===== config.mk =====
export PLATFORM = sky130hd
export DESIGN_NAME = exp_frame_sequencer
export DESIGN_NICKNAME = d
export VERILOG_FILES = /design/src/rtl/exp_seq_pkg.sv /design/src/rtl/exp_cfg_bank.sv /design/src/rtl/exp_frame_sequencer.sv
export SDC_FILE = /design/constraint.sdc
export NUM_CORES = 2
export LEC_CHECK = 0
export CORE_MARGIN = 2
export CORE_UTILIZATION = 55
export DETAILED_ROUTE_END_ITERATION = 7
export PLACE_DENSITY = 0.77
export SYNTH_ARGS = -nofsm -noshare
export SYNTH_HDL_FRONTEND = slang
export SYNTH_SLANG_ARGS = --single-unit

===== constraint.sdc =====
create_clock -name CLKM -period 2.55 [get_ports CLKM]
set_input_delay 0.51 -clock CLKM [delete_from_list [all_inputs] [get_ports CLKM]]
set_output_delay 0.51 -clock CLKM [all_outputs]
set_load 0.01 [all_outputs]

===== src/rtl/exp_seq_pkg.sv =====
// Shared constants for the exposure frame sequencer: register map, reset defaults,
// clamp mask and FSM state encoding.
package exp_seq_pkg;

  localparam int A_NUM_SUB   = 0;
  localparam int A_T_STDBY   = 1;
  localparam int A_T_RESET   = 2;
  localparam int A_TGL_RES   = 3;
  localparam int A_TEXP_CTRL = 4;
  localparam int A_T1        = 5;
  localparam int A_T2        = 6;  // T2..T9 occupy 6..13

  localparam logic [31:0] DEF_NUM_SUB   = 32'd1;
  localparam logic [31:0] DEF_T_STDBY   = 32'd16;
  localparam logic [31:0] DEF_T_RESET   = 32'd8;
  localparam logic [31:0] DEF_TGL_RES   = 32'd4;
  localparam logic [31:0] DEF_TEXP_CTRL = 32'd32;
  localparam logic [31:0] DEF_T1        = 32'd10;
  localparam logic [31:0] DEF_TN        = 32'd5;

  // Registers where a zero would stall the exposure FSM; stored as 1 instead.
  localparam logic [15:0] CLAMP_MASK = 16'h0037;

  typedef enum logic [5:0] {
    S_IDLE   = 6'b000001,
    S_APPLY  = 6'b000010,
    S_ARM    = 6'b000100,
    S_EXPOSE = 6'b001000,
    S_RO_ACK = 6'b010000,
    S_RO_RUN = 6'b100000
  } seq_state_t;

  function automatic logic [31:0] cfg_default(input int idx);
    case (idx)
      A_NUM_SUB:   return DEF_NUM_SUB;
      A_T_STDBY:   return DEF_T_STDBY;
      A_T_RESET:   return DEF_T_RESET;
      A_TGL_RES:   return DEF_TGL_RES;
      A_TEXP_CTRL: return DEF_TEXP_CTRL;
      A_T1:        return DEF_T1;
      default:     return (idx >= A_T2) ? DEF_TN : 32'd0;
    endcase
  endfunction

endpackage


===== src/rtl/exp_cfg_bank.sv =====
// Shadow/active timing register bank: host writes land in the shadow copy, which is
// copied to the active copy on a commit in IDLE or at the APPLY step of a frame.
module exp_cfg_bank
  import exp_seq_pkg::*;
#(
  parameter int DW   = 32,
  parameter int NREG = 14
) (
  input  logic             CLKM,
  input  logic             rst,
  input  logic             wr,
  input  logic [3:0]       addr,
  input  logic [DW-1:0]    wdata,
  input  logic             commit,
  input  logic             apply,
  input  logic             idle,
  input  logic             clr_err,
  output logic [NREG*DW-1:0] active_cfg,
  output logic             pending,
  output logic             err
);

  logic [NREG-1:0][DW-1:0] shadow_q, shadow_nxt, active_q;
  logic wr_ok, wr_zero;

  assign wr_ok   = wr && (int'(addr) < NREG);
  assign wr_zero = wr_ok && CLAMP_MASK[addr] && (wdata == '0);

  // Post-write view, so a same-cycle commit captures the new value.
  always_comb begin
    shadow_nxt = shadow_q;
    if (wr_ok) shadow_nxt[addr] = wr_zero ? DW'(1) : wdata;
  end

  always_ff @(posedge CLKM) begin
    if (rst) begin
      for (int i = 0; i < NREG; i++) begin
        shadow_q[i] <= DW'(cfg_default(i));
        active_q[i] <= DW'(cfg_default(i));
      end
      pending <= 1'b0;
      err     <= 1'b0;
    end else begin
      shadow_q <= shadow_nxt;
      if (commit && idle) begin
        active_q <= shadow_nxt;
        pending  <= 1'b0;
      end else begin
        if (apply && pending) active_q <= shadow_q;
        pending <= commit | (pending & ~apply);
      end
      if (wr_zero)      err <= 1'b1;
      else if (clr_err) err <= 1'b0;
    end
  end

  assign active_cfg = active_q;

endmodule


===== src/rtl/exp_frame_sequencer.sv =====
// Frame scheduler: releases one exposure per frame, relays exposure-done to readout,
// counts frames for burst/continuous runs and guards the readout handshake with a timeout.
module exp_frame_sequencer
  import exp_seq_pkg::*;
#(
  parameter int DW         = 32,
  parameter int NREG       = 14,
  parameter int FCNT_W     = 16,
  parameter int RO_TIMEOUT = 2**20
) (
  input  logic               CLKM,
  input  logic               rst,
  input  logic               cfg_wr,
  input  logic [3:0]         cfg_addr,
  input  logic [DW-1:0]      cfg_wdata,
  input  logic               cfg_commit,
  input  logic               start,
  input  logic               stop,
  input  logic [FCNT_W-1:0]  num_frames,
  input  logic               exp_trigger_i,
  input  logic               ro_busy_i,
  output logic               exp_re_busy_o,
  output logic               ro_trigger_o,
  output logic [NREG*DW-1:0] active_cfg,
  output logic               seq_busy,
  output logic [FCNT_W-1:0]  frame_cnt,
  output logic               commit_pending,
  output logic               cfg_err,
  output logic               ro_timeout
);

  localparam int TO_W = $clog2(RO_TIMEOUT) + 1;

  seq_state_t state_q, state_nxt;
  logic              stop_req_q;
  logic [FCNT_W-1:0] nf_q, fcnt_inc;
  logic [TO_W-1:0]   to_cnt_q;
  logic start_ok, in_ro, frame_done, last_frame, to_hit;

  assign start_ok   = start && (state_q == S_IDLE);
  assign in_ro      = (state_q == S_RO_ACK) || (state_q == S_RO_RUN);
  assign frame_done = (state_q == S_RO_RUN) && !ro_busy_i;
  assign fcnt_inc   = frame_cnt + FCNT_W'(1);
  assign last_frame = stop_req_q || ((nf_q != '0) && (fcnt_inc == nf_q));
  // A readout finishing on the last allowed cycle still counts as a completed frame.
  assign to_hit     = in_ro && !frame_done && (to_cnt_q == TO_W'(RO_TIMEOUT - 1));

  always_comb begin
    state_nxt = state_q;
    case (state_q)
      S_IDLE:   if (start) state_nxt = S_APPLY;
      S_APPLY:  state_nxt = S_ARM;
      S_ARM:    state_nxt = S_EXPOSE;
      S_EXPOSE: if (exp_trigger_i) state_nxt = S_RO_ACK;
      S_RO_ACK: begin
        if (to_hit)         state_nxt = S_IDLE;
        else if (ro_busy_i) state_nxt = S_RO_RUN;
      end
      S_RO_RUN: begin
        if (frame_done) state_nxt = last_frame ? S_IDLE : S_APPLY;
        else if (to_hit) state_nxt = S_IDLE;
      end
      default:  state_nxt = S_IDLE;
    endcase
  end

  always_ff @(posedge CLKM) begin
    if (rst) begin
      state_q       <= S_IDLE;
      exp_re_busy_o <= 1'b1;
      ro_trigger_o  <= 1'b0;
      seq_busy      <= 1'b0;
      frame_cnt     <= '0;
      stop_req_q    <= 1'b0;
      nf_q          <= '0;
      to_cnt_q      <= '0;
      ro_timeout    <= 1'b0;
    end else begin
      state_q       <= state_nxt;
      exp_re_busy_o <= (state_nxt != S_ARM);
      ro_trigger_o  <= (state_q == S_EXPOSE) && exp_trigger_i;
      seq_busy      <= (state_nxt != S_IDLE);
      to_cnt_q      <= in_ro ? to_cnt_q + TO_W'(1) : '0;
      if (start_ok) begin
        frame_cnt  <= '0;
        stop_req_q <= 1'b0;
        ro_timeout <= 1'b0;
        nf_q       <= num_frames;
      end else begin
        if (stop && (state_q != S_IDLE)) stop_req_q <= 1'b1;
        if (frame_done) frame_cnt  <= fcnt_inc;
        if (to_hit)     ro_timeout <= 1'b1;
      end
    end
  end

  exp_cfg_bank #(.DW(DW), .NREG(NREG)) u_bank (
    .CLKM       (CLKM),
    .rst        (rst),
    .wr         (cfg_wr),
    .addr       (cfg_addr),
    .wdata      (cfg_wdata),
    .commit     (cfg_commit),
    .apply      (state_q == S_APPLY),
    .idle       (state_q == S_IDLE),
    .clr_err    (start_ok),
    .active_cfg (active_cfg),
    .pending    (commit_pending),
    .err        (cfg_err)
  );

endmodule

==> results.sh <==
export IMPL_hold_viol=0
export IMPL_dieHeight_um=268
export IMPL_portBuffers=529
export IMPL_cts_tree="yes"
export IMPL_reg2reg_slack_ps=130
export IMPL_dieArea_mm2=0.0719
export IMPL_synth_edf_count=0
export IMPL_synth_ff_latch_count=962
export IMPL_overflow=0
export IMPL_dp_hpwl_mm=78.7
export IMPL_stdcell_count=5828
export IMPL_synth_area_top_cells="dfxtp_1 (50%), nand2_1 (13%), a22oi_2 (13%)"
export IMPL_max_freq_mhz=413
export IMPL_gr_usage_all_layers_pct=34.3
export IMPL_cp_max_fo=64
export IMPL_slowest_stage="or4_1"
export IMPL_grt_pass1_wl_mm=191
export IMPL_final_cell_area_mm2=0.0481
export IMPL_total_power_mw=32.7
export IMPL_reg2reg_depth=7
export IMPL_dp_cells=5645
export IMPL_power_frac_clock_pct=43.4
export IMPL_whs_ps=340
export IMPL_path_cells="or4_1, nor3b_2, and2_4, buf_12, buf_4, nand2_1, o21ai_1"
export IMPL_cts_sinks=962
export IMPL_hold_start="rst"
export IMPL_synth_ff_type="dfxtp_1"
export IMPL_switchingPower_mw=8.34
export IMPL_required_ps=3120
export IMPL_fin_nets=4874
export IMPL_powerDensity_mw_per_mm2=679
export IMPL_r2r_start="state_q[2]"
export IMPL_hold_class="input port to flip-flop"
export IMPL_top_layer="met5"
export IMPL_worstMarginPinSlew_ps=940
export IMPL_path_clk_slew_ps=60
export IMPL_fin_skew_ps=17.5
export IMPL_start_util_pct=55.8
export IMPL_drc_errors=0
export IMPL_htreeDepth=3
export IMPL_grt_pass1_vias=31700
export IMPL_synthesis_nets=4463
export IMPL_cts_max_path_buffers=3
export IMPL_worst_setup_path_start_kind="flip-flop"
export IMPL_synth_top_area_cell="dfxtp_1"
export IMPL_combinationalPowerShare_pct=9.2
export IMPL_wl_met2_mm=58.2
export IMPL_antenna_found_initial=3
export IMPL_synth_top_area_share_pct=50.2
export IMPL_min_to="u_bank.active_cfg[122]"
export IMPL_rsz0062_at_grt="false"
export IMPL_cap_viol_max_count=0
export IMPL_power_frac_seq_pct=47.4
export IMPL_drtAntennaViolNets=0
export IMPL_post_drt_wl_per_cell_um=22.0
export IMPL_setup_violations=0
export IMPL_firstDrtPassIters=6
export IMPL_swShare_pct=25.5
export IMPL_grt_max_degree=89
export IMPL_drive_gt1_share_pct=16.0
export IMPL_vias=34300
export IMPL_maxSlewViolCount=0
export IMPL_status="completed"
export IMPL_finalCritPeriodShare_pct=94.9
export IMPL_core_area_mm2=0.0688
export IMPL_drt_iter0_markers=4051
export IMPL_syn_area_mm2=0.0384
export IMPL_async_reset_ff_share_pct=0
export IMPL_p_int_mw=24.4
export IMPL_syn_inst=4400
export IMPL_clock_latency_ps=650
export IMPL_crit_arrival_ps=2990
export IMPL_cts_buffers=95
export IMPL_dpl_cell_area_mm2=0.0449
export IMPL_vdd_drop_max_mv=0.485
export IMPL_wl_met1_mm=51.2
export IMPL_cts_hold_buf=0
export IMPL_criticalPathCategory="flip-flop to flip-flop"
export IMPL_yosysUniqueCellTypes=62
export IMPL_cp_slowest_stage_delay_ps=590
export IMPL_gp_congestion=0.869
export IMPL_clockRootBuffer="clkbuf_16"
export IMPL_routed_wl_mm=128
export IMPL_relSlewSlack_pct=37.2
export IMPL_die_width_um=268
export IMPL_area_growth_pct=25.4
export IMPL_vias_per_cell=5.89
export IMPL_worst_r2r_endpoint="u_bank.active_cfg[143]"
export IMPL_wl_met3_mm=12.5
export IMPL_ios=530
export IMPL_std_cell_rows=96
export IMPL_seq_area_frac_synth_pct=50.2
export IMPL_period_minus_slack_ps=2420
export IMPL_synth_area_per_cell_um2=8.72
export IMPL_hold_depth=2
export IMPL_p_leak_nw=15.3
export IMPL_crit_path_end_kind="flip-flop"
export IMPL_yosys_warnings=0
layout make-up:
type                    instances  area, um2
diodes                          4       10.0
multi-input cells            3040      17200
well taps                     931       1160
inverters                      10       37.5
fillers                      5152      20700
repair buffers                702       7250
clock buffers                 142       2810
clock inverters                37        387
flip-flops and latches        962      19300
routing by layer:
layer / vias to the layer above / global-route usage, %
met5: - / 0
met1: 16400 / 46.5
met4: 2 / 16.9
li1: 15900 / -
met3: 302 / 6.55
met2: 1741 / 52.7
critical path: cells and delay by family, from the launching register on:
family	cells	cell delay [ps]
AO/OA/AOI/OAI	1	100
buffers and inverters	2	670
flip-flops	1	390
AND/OR/NAND/NOR	4	1140
cell families (layout without fill, tap and decap cells):
group                      Yosys count  count (layout)  share of synthesized area, %
AOI/OAI and AO/OA                 1396            1396                          26.7
xor gates and xnor gates            48              48                          1.10
adders and majority gates            3               3                        0.0978
buffers and inverters              398             891                          5.11
DFF                                962             962                          50.2
muxes                               15              15                         0.394
other                                0               4                             0
and+or+nand+nor                   1578            1578                          16.4
flip-flops by register name (all words and copies together) (netlist names):
register	cells
u_bank.active_cfg	448
u_bank.shadow_q	448
to_cnt_q	21
frame_cnt	16
nf_q	16
state_q	6
exp_re_busy_o	1
ro_timeout	1
ro_trigger_o	1
seq_busy	1
stop_req_q	1
u_bank.err	1
u_bank.pending	1
repair_timing:
item	in CTS	in global routing
buffers inserted	0	0
resized for setup	0	3
setup endpoints to repair	0	7
Yosys cell counts, drive strengths merged (2+ instances only):
cell type and number:
a21oi 478, a221o 3, a221oi 10, a22oi 426, a41o 2, and2 3, and3 9, and4 5
buf 152, clkbuf 236, dfxtp 962, ha 3, inv 10, mux2i 14, nand2 1349, nand2b 26
nand3 18, nand3b 4, nand4 11, nor2 91, nor2b 7, nor3 14, nor3b 2, nor4 18
o211ai 13, o21ai 441, o21bai 2, o31ai 8, or2 7, or3 8, or4 2, xnor2 26
xor2 22
power groups by stage:
stage               clock network, mW  registers [mW]  logic [mW]
floorplan                           0            15.8        1.77
global placement                    0            15.8        2.93
detailed placement                  0            15.8        2.94
CTS                              14.3            15.5        2.95
global route                     14.9            15.5        3.14
finish                           14.2            15.5        3.00
layout by cell type (no fill, tap or decap), types with 11 or more instances in the layout:
cell / netlist / routed
nand3_1: 18 / 17
a22oi_1: 26 / 26
o21ai_1: 416 / 417
clkbuf_8: 0 / 21
a21oi_1: 478 / 478
o211ai_1: 13 / 13
nor2_1: 89 / 80
o21ai_0: 25 / 24
dfxtp_1: 962 / 962
clkdlybuf4s50_1: 0 / 504
mux2i_1: 14 / 14
clkbuf_1: 236 / 24
nor4_1: 17 / 17
xor2_1: 22 / 22
buf_4: 1 / 111
buf_2: 95 / 24
a22oi_2: 400 / 400
buf_12: 0 / 62
nand4_1: 11 / 11
nand2_1: 1349 / 1348
nand2b_1: 26 / 26
clkbuf_16: 0 / 97
clkinv_2: 0 / 20
xnor2_1: 26 / 26
through the flow:
step / setup TNS, ps / util (%) / setup slack, ps
3_5_place_dp: -13270 / 65.3 / -491
6_report: 0 / 69.9 / 129
2_1_floorplan: 0 / - / 187
5_1_grt: 0 / 69.9 / 10.3
3_3_place_gp: -8320 / 65.3 / -445
4_1_cts: 0 / 69.9 / 162
how the worst max path moves through the flow:
stage                                         to          from  slack (ps)
final                     u_bank.active_cfg[143]    state_q[2]         130
after global routing       u_bank.active_cfg[71]    state_q[2]          10
after CTS                 u_bank.active_cfg[416]   cfg_addr[1]         160
after detailed placement  u_bank.active_cfg[416]   cfg_addr[1]        -490
after global placement    u_bank.active_cfg[416]   cfg_addr[1]        -440
after floorplan                         seq_busy  frame_cnt[0]         190
Note: power is estimated with default switching activity, not from simulation.
